==> config.mk <==
export PLATFORM = sky130hd
export DESIGN_NAME = data_ram_write_arbiter
export DESIGN_NICKNAME = d
export VERILOG_FILES = /design/src/rtl/data_ram_write_arbiter_pkg.sv /design/src/rtl/data_ram_write_arbiter_burst_limit_counter.sv /design/src/rtl/data_ram_write_arbiter.sv
export SDC_FILE = /design/constraint.sdc
export NUM_CORES = 1
export LEC_CHECK = 0
export CELL_PAD_IN_SITES_DETAIL_PLACEMENT = 1
export CELL_PAD_IN_SITES_GLOBAL_PLACEMENT = 1
export CORE_MARGIN = 5
export CORE_UTILIZATION = 48
export DETAILED_ROUTE_END_ITERATION = 6
export DONT_BUFFER_PORTS = 1
export PLACE_DENSITY = 0.77
export SETUP_SLACK_MARGIN = 0.2
export SYNTH_ARGS = -nofsm -noshare
export SYNTH_HDL_FRONTEND = slang
export SYNTH_SLANG_ARGS = --single-unit
==> constraint.sdc <==
create_clock -name Clock -period 2.11 [get_ports Clock]
set_input_delay 0.422 -clock Clock [delete_from_list [all_inputs] [get_ports Clock]]
set_output_delay 0.422 -clock Clock [all_outputs]
set_load 0.02 [all_outputs]
==> src/rtl/data_ram_write_arbiter_pkg.sv <==
// data_ram_write_arbiter_pkg: shared state codes and widths for the RAM write arbiter
package data_ram_write_arbiter_pkg;
  localparam int STATE_W = 2;
  typedef enum logic [STATE_W-1:0] {
    ST_IDLE      = 2'd0,
    ST_CORE      = 2'd1,
    ST_HOST      = 2'd2,
    ST_HOST_LOCK = 2'd3
  } state_t;
endpackage

==> src/rtl/data_ram_write_arbiter_burst_limit_counter.sv <==
// burst_limit_counter: saturating count of consecutive locked host grants
module burst_limit_counter #(
  parameter int MAX_BURST = 8,
  parameter int CW = $clog2(MAX_BURST + 1)
) (
  input  logic          Clock,
  input  logic          Reset,
  input  logic          iClear,
  input  logic          iIncr,
  output logic [CW-1:0] oCount,
  output logic          oLimitReached
);
  logic [CW-1:0] count_q, count_d;
  assign oLimitReached = count_q == CW'(MAX_BURST);
  assign oCount = count_q;
  // Clear wins over increment; increment stops at the limit instead of wrapping
  always_comb count_d = iClear ? '0 : (iIncr && !oLimitReached) ? count_q + CW'(1) : count_q;
  // Count register
  always_ff @(posedge Clock or posedge Reset)
    if (Reset) count_q <= '0;
    else count_q <= count_d;
endmodule

==> src/rtl/data_ram_write_arbiter.sv <==
// data_ram_write_arbiter: shares the data RAM write port between core and host; ARB_ROUND_ROBIN_EN selects round-robin on contention
module data_ram_write_arbiter
  import data_ram_write_arbiter_pkg::*;
#(
  parameter int ADDR_WIDTH = 8,
  parameter int DATA_WIDTH = 16,
  parameter int MAX_BURST  = 8
) (
  input  logic                  Clock,
  input  logic                  Reset,
  input  logic                  iCoreReq,
  input  logic [ADDR_WIDTH-1:0] iCoreAddr,
  input  logic [DATA_WIDTH-1:0] iCoreData,
  output logic                  oCoreAck,
  output logic                  oCoreStall,
  input  logic                  iHostReq,
  input  logic                  iHostLock,
  input  logic [ADDR_WIDTH-1:0] iHostAddr,
  input  logic [DATA_WIDTH-1:0] iHostData,
  output logic                  oHostAck,
  output logic                  oWriteEnable,
  output logic [ADDR_WIDTH-1:0] oWriteAddress,
  output logic [DATA_WIDTH-1:0] oDataIn,
  output logic [STATE_W-1:0]    oOwner
);
  localparam int CW = $clog2(MAX_BURST + 1);
  state_t state_q, state_d;
  logic we_q, we_d;
  logic [ADDR_WIDTH-1:0] addr_q, addr_d;
  logic [DATA_WIDTH-1:0] data_q, data_d;
  logic [CW-1:0] count;
  logic limit, lock_active, core_pref, grant_core, grant_host, cnt_incr;
  burst_limit_counter #(.MAX_BURST(MAX_BURST), .CW(CW)) u_cnt (
    .Clock(Clock),
    .Reset(Reset),
    .iClear(!cnt_incr),
    .iIncr(cnt_incr),
    .oCount(count),
    .oLimitReached(limit)
  );
`ifdef ARB_ROUND_ROBIN_EN
  assign core_pref = state_q != ST_CORE;
`else
  assign core_pref = 1'b1;
`endif
  // Grant decision, next state and next write-port contents
  always_comb begin
    lock_active = state_q == ST_HOST_LOCK && iHostReq && iHostLock && !limit;
    grant_core = iCoreReq && !lock_active && (!iHostReq || core_pref);
    grant_host = iHostReq && !grant_core;
    cnt_incr = grant_host && iHostLock;
    state_d = grant_core ? ST_CORE : grant_host ? (iHostLock ? ST_HOST_LOCK : ST_HOST) : ST_IDLE;
    we_d = grant_core || grant_host;
    addr_d = grant_core ? iCoreAddr : grant_host ? iHostAddr : addr_q;
    data_d = grant_core ? iCoreData : grant_host ? iHostData : data_q;
  end
  assign oCoreAck = grant_core;
  assign oHostAck = grant_host;
  assign oCoreStall = iCoreReq && !grant_core;
  assign oWriteEnable = we_q;
  assign oWriteAddress = addr_q;
  assign oDataIn = data_q;
  assign oOwner = state_q;
  // State and registered RAM write port
  always_ff @(posedge Clock or posedge Reset)
    if (Reset) begin
      state_q <= ST_IDLE;
      we_q <= 1'b0;
      addr_q <= '0;
      data_q <= '0;
    end else begin
      state_q <= state_d;
      we_q <= we_d;
      addr_q <= addr_d;
      data_q <= data_d;
    end
endmodule

==> run summary, run 1 <==
outcome: complete, no violations
Worst path max stage delay: 0.37 ns
CP Class: reg2out
Cell Pwr Density: 712.8 nW/um^2
ant diodes: 0
DR vias: 927
worst setup path endpoint: oCoreAck
number of synthesized flops with an enable pin: 0
Area Growth Syn to Fin: 9.444%
Final Util: 53.88%
dominant cell type by area after synthesis: dfrtp_1
dpl hpwl: 2651 um
Critical-path top delay cell: dfrtp_1
CP startpoint kind: flip-flop
syn nets: 166
Gate Count Post-Synth: 111
DR pass1 iterations: 2
Tmin final: 1.990 ns
Async S/R FF share, synth: 100.0%
CP arrival: 1.57 ns
worst r2r dst: oDataIn[3]
share of cells above drive strength 1: 58.54%
R2R cell count: 7
CTS tree: yes
RSZ-0062 raised after global routing: true
gr usage total: 15.50%
placed cell count: 156
setup violators final: 0
Critical Path, Cell by Cell: inv_2 > ha_4 > and3b_2 > o31ai_4 > buf_12 > inv_6
die width: 68.50 um
CP endpoint kind: output pin
Peak Freq: 502.5 MHz
DRC: 0
period utilization: 94.31%
worst clock skew: 0.008461 ns
Die ar.: 4692 sq um
Seq/Total Area, Yosys: 47.22%
top layer reached by signal wires: met4
initial antenna violation count: 0
Slew headroom: 74.44%
Final TNS setup: 0 ns
H-tree Lvls: 2
Max Fanout on Critical Path: 4
clock sink count: 31
final wirelength: 3507 um
HP Class: in2async
fill cell count: 348
Ports: 83
Reg clk slew, reported paths: 0.09 ns
Seq cells post-synth: 31
Min Hold Slack: 0.04954 ns
worst path bufs/invs: 3
TritonCTS Buffers: 5
Die H: 68.50 um
Leak: 0.8009 nW
met2 wire length: 1815 um
antenna violation net count after detailed routing: 0
largest net degree at the start of global routing: 32
Synth top area share: 47.22%
WL per Instance: 20.75 um
first-pass GRT wire length: 5147 um
Layout Cells excl Fill: 169
Top delay family on crit path: flip-flops
Crit. path cell count: 6
top post-synthesis cells by count: dfrtp_1, mux2_2, mux2_4
met1 WL: 1211 um
Worst-Margin Slew: 0.3834 ns
Critical R2R Launch: u_cnt.oCount[0]
ys flop type: dfrtp_1
Synth warnings: 0
CTS root buffer: clkbuf_4
Skew-Pair Late Insertion Delay: 0.33 ns
maxcap violations: 0
Final Hold Vio Count: 0
Initial Util: 49.23%
CTS Hold Buffers Added: 0
Clock Path Buffers: 2
post-synthesis instance area: 1643 sq um
r2r setup slk: 0.23 ns
post-DR vias/cell: 5.485
met3 wire length: 451 um
synthesized area per cell: 14.80 sq um
cell with the most instances after synthesis: dfrtp_1
final-stage net count: 177
Crit. Startpoint: u_cnt.oCount[0]
# rows: 21
total congestion overflow: 0
ranking of synthesized cells by area: dfrtp_1, mux2_2, mux2_4, buf_6, clkbuf_8
vias in the first global route: 1063
worst path required time: 1.69 ns
worst vdd ir: 0.0003700 V
Synth cell types: 24
Slew Limit Fails: 0
core footprint: 3337 sq um
1st-iter DRT viols: 16
PortBufs: 0
routability cong.: 0.6035
-- power by group --
part           internal, mW  total, mW  leakage (nW)  switching, mW
sequential            0.648      0.755         0.369          0.107
combinational         0.133      0.203         0.402         0.0701
clock                 0.130      0.324        0.0293          0.194
-- final cells by class --
class                   count  area (sq um)  share of cell area [%]
inverters                   4         20.02                   1.113
repair buffers             10         87.58                   4.871
clock inverters             1         5.005                  0.2784
clock buffers               7         45.04                   2.505
flip-flops and latches     31         775.7                   43.15
multi-input cells          70         807.0                   44.89
well taps                  46         57.56                   3.201
-- flip-flops by register name, indices dropped and copies added (netlist names) --
signal	count
oDataIn	16
oWriteAddress	8
u_cnt.oCount	4
oOwner	2
oWriteEnable	1
-- worst min-delay path by stage --
stage               start          endpoint  cells after the start  slack, ns
finish              Reset  oWriteAddress[5]                      2       0.05
global route        Reset        oDataIn[0]                      2       0.07
CTS                 Reset        oDataIn[2]                      2       0.05
detailed placement  Reset  oWriteAddress[5]                      2       0.42
global placement    Reset        oDataIn[0]                      2       0.41
floorplan           Reset        oDataIn[0]                      1       0.53
-- layer usage --
metal | up-vias | track usage (%)
met4 | 0 | 4.467
met3 | 2 | 9.400
li1 | 414 | -
met5 | - | 0
met1 | 457 | 14.52
met2 | 54 | 27.89
-- timing repair --
action | 4_1_cts | 5_1_grt
pin swaps | 3 | 2
endpoints found under the setup margin | 3 | 19
gates resized for setup | 7 | 0
setup buffers | 4 | 1
-- placed cells by master, fill, tap and decap left out, types with 2 or more instances in the layout --
cell type and instances:
dfrtp_1 31, inv_2 2, mux2_4 19, mux2_2 29, clkbuf_4 5, buf_4 9
clkbuf_1 2, nor3_1 3, nand2_1 2, xnor2_1 2
-- kinds of logic (layout without fill, tap and decap cells) --
| kind of cell | Yosys count | count (layout) | synth area share [%] |
|---|---|---|---|
| muxes | 49 | 49 | 37.85 |
| buffers and inverters | 10 | 22 | 4.874 |
| AOI/OAI and AO/OA | 3 | 3 | 2.209 |
| DFF | 31 | 31 | 47.22 |
| adders and majority gates | 2 | 2 | 1.523 |
| xor gates and xnor gates | 3 | 3 | 1.600 |
| and+or+nand+nor | 13 | 13 | 4.723 |
-- stage by stage --
stage	worst slack, ns	power [mW]	instance area (sq um)
floorplan	0.2139	0.9368	1657
global placement	0.2932	0.9519	1687
detailed placement	0.1952	0.9645	1687
CTS	0.1012	1.304	1790
global route	0.008025	1.353	1798
finish	0.1201	1.282	1798
Note: power is estimated with default switching activity, not from simulation.
==> run 2, diff against run 1 <==
CORE_MARGIN = not set   (was 5)
==> run summary, run 2 (synthesis results as in run 1) <==
CP arrival: 1.66 ns (+0.09 ns)
dpl hpwl: 2339 um (-12%)
DRC: 0 (unchanged)
most common cell after layout, fill and taps aside: dfrtp_1
worst clock skew: 0.004052 ns (-0.004409 ns)
met2 wire length: 1912 um (+5.3%)
Tmin final: 2.084 ns (+0.09406 ns)
worst path required time: 1.69 ns (about the same)
CP Class: reg2out
met3 wire length: 384 um (-15%)
Cell Pwr Density: 693.9 nW/um^2 (-2.7%)
CTS tree: yes
outcome: complete, no violations
ant diodes: 0 (unchanged)
DR pass1 iterations: 2 (unchanged)
Area Growth Syn to Fin: 21.02%
clock sink count: 31 (unchanged)
r2r setup slk: 0.15 ns (-0.08 ns)
Reg clk slew, reported paths: 0.09 ns (about the same)
# rows: 20 (-4.8%)
vias in the first global route: 1124 (+5.7%)
total congestion overflow: 0 (unchanged)
first-pass GRT wire length: 5513 um (+7.1%)
top layer reached by signal wires: met4
CP startpoint kind: flip-flop
share of cells above drive strength 1: 64.49% (+6.0 points)
Die ar.: 3660 sq um (-22%)
Initial Util: 52.10% (+2.9 points)
Critical R2R Launch: u_cnt.oCount[0]
Clock Path Buffers: 2 (unchanged)
R2R cell count: 7 (unchanged)
1st-iter DRT viols: 18 (+2)
final-stage net count: 192 (+8.5%)
Final Hold Vio Count: 0 (unchanged)
worst r2r dst: oDataIn[5]
Worst-Margin Slew: 0.3940 ns (+0.01058 ns)
RSZ-0062 raised after global routing: true
DR vias: 1001 (+8.0%)
WL per Instance: 20.15 um (-2.9%)
Max Fanout on Critical Path: 4 (unchanged)
Slew headroom: 73.73% (-0.71 points)
Skew-Pair Late Insertion Delay: 0.33 ns (about the same)
routability cong.: 0.6445 (+6.8%)
H-tree Lvls: 2 (unchanged)
core footprint: 3153 sq um (-5.5%)
maxcap violations: 0 (unchanged)
post-DR vias/cell: 5.500 (+0.27%)
antenna violation net count after detailed routing: 0 (unchanged)
max FFs per register: 16 (unchanged)
Slew Limit Fails: 0 (unchanged)
met1 WL: 1309 um (+8.1%)
HP Class: in2async
PortBufs: 0 (unchanged)
CTS root buffer: clkbuf_4
final wirelength: 3668 um (+4.6%)
TritonCTS Buffers: 5 (unchanged)
Leak: 0.9044 nW (+13%)
Post-Layout Inst Area: 1988 sq um (+11%)
CTS Hold Buffers Added: 0 (unchanged)
Die H: 60.50 um (-12%)
commonest non-fill, non-tap cells in the layout: dfrtp_1, mux2_2, mux2_4
period utilization: 98.77% (+4.5 points)
largest net degree at the start of global routing: 32 (unchanged)
CP endpoint kind: output pin
Min Hold Slack: 0.04826 ns (-0.001282 ns)
Ports: 83 (unchanged)
initial antenna violation count: 0 (unchanged)
die width: 60.50 um (-12%)
gr usage total: 21.91% (+6.4 points)
Placed Area: 1712 sq um (+1.5%)
setup violators final: 0 (unchanged)
worst vdd ir: 0.0004492 V (+21%)
Peak Freq: 479.9 MHz (-4.5%)
[run 2: timing repair]
item | 4_1_cts | 5_1_grt
cloned | 0 | 0
endpoints found under the hold margin | 0 | 0
setup endpoints to repair | 8 | 20
gates resized for setup | 3 | 13
setup buffers | 15 | 3
pin swaps | 2 | 4
[run 2: layout make-up]
type                       instances  area (sq um)
clock buffer                       8         68.82
fill                             309          1165
inverter                           4         20.02
multi-input combinational         70         830.8
sequential                        31         775.7
tap                               44         55.05
timing repair buffer              25         237.7
[run 2: metal layers]
layer / global-route usage, % / vias to the layer above
met3: 10.45 / 8
met2: 37.36 / 63
li1: - / 444
met4: 8.117 / 0
met1: 23.68 / 486
met5: 0 / -
[run 2: critical path, cell delays in order (launching register included)]
cell and delay [ns]:
dfrtp_1 0.39, inv_2 0.08, ha_4 0.16, and3b_2 0.24
o31ai_4 0.26, buf_12 0.15, inv_6 0.04
[run 2: report_power, final]
group | total, mW | internal [mW] | switching, mW
Clock | 0.393 | 0.196 | 0.197
Combinational | 0.237 | 0.153 | 0.0840
Sequential | 0.749 | 0.648 | 0.101
[run 2: metrics by stage]
step | cells | worst slack, ns | total power, mW | util (%) | TNS [ns]
3_3_place_gp | 156 | 0.2775 | 0.9561 | 54.29 | 0
3_5_place_dp | 156 | 0.1733 | 0.9688 | 54.29 | 0
5_1_grt | 182 | -0.04137 | 1.451 | 63.06 | -0.06561
2_1_floorplan | 111 | 0.2139 | 0.9368 | - | 0
6_report | 182 | 0.02605 | 1.380 | 63.06 | 0
4_1_cts | 179 | 0.05210 | 1.383 | 60.40 | 0
[run 2: how the worst max path moves through the flow]
stage,startpoint,to,slack (ns)
3_5_place_dp,u_cnt.oCount[0],oDataIn[15],0.17
6_report,u_cnt.oCount[0],oCoreAck,0.03
3_3_place_gp,u_cnt.oCount[0],oWriteAddress[1],0.28
4_1_cts,u_cnt.oCount[0],oCoreAck,0.05
5_1_grt,u_cnt.oCount[0],oCoreAck,-0.04
2_1_floorplan,iHostReq,oHostAck,0.21
==> run 3, diff against run 2 <==
GPL_ROUTABILITY_DRIVEN = 0   (was not set)
clock period = 2.2 ns   (was 2.11 ns; I/O delays follow)
==> run summary, run 3 (synthesis results as in run 1) <==
clock sink count: 31 (unchanged)
Die H: 60.50 um (unchanged)
die width: 60.50 um (unchanged)
gr usage total: 19.78% (-2.1 points)
Leak: 0.8359 nW (-7.6%)
dpl hpwl: 2406 um (+2.8%)
final-stage net count: 181 (-5.7%)
Cell Pwr Density: 747.4 nW/um^2 (+7.7%)
Slew headroom: 73.79% (about the same)
worst path required time: 1.76 ns (+0.07 ns)
TritonCTS Buffers: 5 (unchanged)
PortBufs: 0 (unchanged)
largest net degree at the start of global routing: 32 (unchanged)
max FFs per register: 16 (unchanged)
# rows: 20 (unchanged)
post-DR vias/cell: 5.491 (-0.16%)
worst clock skew: 0.009985 ns (+0.005934 ns)
commonest non-fill, non-tap cells in the layout: dfrtp_1, mux2_2, mux2_4
sequential power share: 52.3% (-2.0 points)
CP startpoint kind: flip-flop
HP Class: in2async
NetSw: 0.3630 mW (-5.1%)
Area Growth Syn to Fin: 12.49%
setup violators final: 0 (unchanged)
most common cell after layout, fill and taps aside: dfrtp_1
CTS Hold Buffers Added: 0 (unchanged)
placed cell count: 155 (-0.64%)
Reg clk slew, reported paths: 0.10 ns (about the same)
Final Hold Vio Count: 0 (unchanged)
Layout Cells excl Fill: 171 (-6.0%)
Pwr Total: 1.381 mW (+0.11%)
Clock Path Buffers: 2 (unchanged)
initial antenna violation count: 0 (unchanged)
H-tree Lvls: 2 (unchanged)
Post-Place Worst Slack: 0.2558 ns (+0.08248 ns)
CP endpoint kind: output pin
worst vdd ir: 0.0005918 V (+32%)
Skew-Pair Late Insertion Delay: 0.33 ns (about the same)
DR vias: 939 (-6.2%)
CP Class: reg2out
core footprint: 3153 sq um (unchanged)
R2R cell count: 7 (unchanged)
Die ar.: 3660 sq um (unchanged)
first-pass GRT wire length: 5057 um (-8.3%)
Pint: 1.018 mW (+2.1%)
Final Util: 58.61% (-4.4 points)
vias in the first global route: 1040 (-7.5%)
share of cells above drive strength 1: 60.63% (-3.9 points)
FF+latch area: 775.7 sq um (unchanged)
DRC: 0 (unchanged)
WL per Instance: 19.53 um (-3.1%)
period utilization: 91.23%
1st-iter DRT viols: 16 (-2)
CTS tree: yes
Peak Freq: 498.2 MHz
CP arrival: 1.57 ns (-0.09 ns)
Ports: 83 (unchanged)
area of the multi-input gates: 807.0 sq um (-2.9%)
outcome: complete, no violations
Tmin final: 2.007 ns
final worst slack: 0.1929 ns (+0.1668 ns)
final wirelength: 3340 um (-8.9%)
DR pass1 iterations: 4 (+2)
maxcap violations: 0 (unchanged)
fill cell count: 317 (+2.6%)
total congestion overflow: 0 (unchanged)
Slew Limit Fails: 0 (unchanged)
Worst-Margin Slew: 0.3931 ns (-0.0008845 ns)
antenna violation net count after detailed routing: 0 (unchanged)
Max Fanout on Critical Path: 3 (-1)
Comb power frac: 14.2% (-3.0 points)
Initial Util: 52.10% (unchanged)
clock share of power: 33.5% (+5.0 points)
ant diodes: 0 (unchanged)
RSZ-0062 raised after global routing: true
Switching Fraction: 26.28% (-1.4 points)
CTS root buffer: clkbuf_4
Final TNS setup: 0 ns (unchanged)
## run 3: layout make-up
cell class	count	share of cell area [%]
Multi-Input combinational cell	70	43.67
Sequential cell	31	41.98
Clock inverter	2	1.896
Timing Repair Buffer	14	5.890
Tap cell	44	2.979
Clock buffer	6	2.776
Inverter	4	0.8125
## run 3: what timing repair did
item / 4_1_cts / 5_1_grt
resized for setup: 7 / 0
setup endpoints to repair: 3 / 18
endpoints found under the hold margin: 0 / 0
pin swaps: 2 / 1
setup buffers: 5 / 3
## run 3: worst paths after layout
path / start / end / slack [ns]
setup / recovery: u_cnt.oCount[0] / oCoreAck / 0.19
hold / removal: Reset / oDataIn[0] / 0.07
setup reg to reg: u_cnt.oCount[0] / oDataIn[3] / 0.31
hold reg to reg: u_cnt.oCount[3] / u_cnt.oCount[3] / 0.64
max in group asynchronous: Reset / oDataIn[1] / 1.84
min in group Clock: iCoreReq / oOwner[0] / 0.21
## run 3: power groups by stage
| stage | Clock [mW] | Combinational, mW | Sequential, mW |
|---|---|---|---|
| after detailed placement | 0 | 0.188 | 0.735 |
| final | 0.462 | 0.196 | 0.723 |
| after CTS | 0.482 | 0.197 | 0.724 |
| after floorplan | 0 | 0.174 | 0.723 |
| after global placement | 0 | 0.179 | 0.732 |
| after global routing | 0.510 | 0.214 | 0.730 |
## run 3: worst max-delay path: stages, from the launching register on
cell and delay (ns):
dfrtp_1 0.38, inv_2 0.06, ha_4 0.15, and3b_2 0.24
o31ai_4 0.18, inv_1 0.08, buf_6 0.13
## run 3: metal layers
metal | vias up | global-route usage (%) | wire [um]
li1 | 423 | - | -
met1 | 459 | 21.22 | 1203
met2 | 55 | 35.16 | 1779
met3 | 2 | 8.102 | 342
met4 | 0 | 6.818 | 14
met5 | - | 0 | 0
## run 3: metrics by stage
step           hold slack, ns  area (sq um)
2_1_floorplan          0.5435          1649
3_3_place_gp           0.4360          1684
3_5_place_dp           0.4352          1684
4_1_cts               0.05784          1826
5_1_grt               0.06204          1848
6_report              0.06567          1848
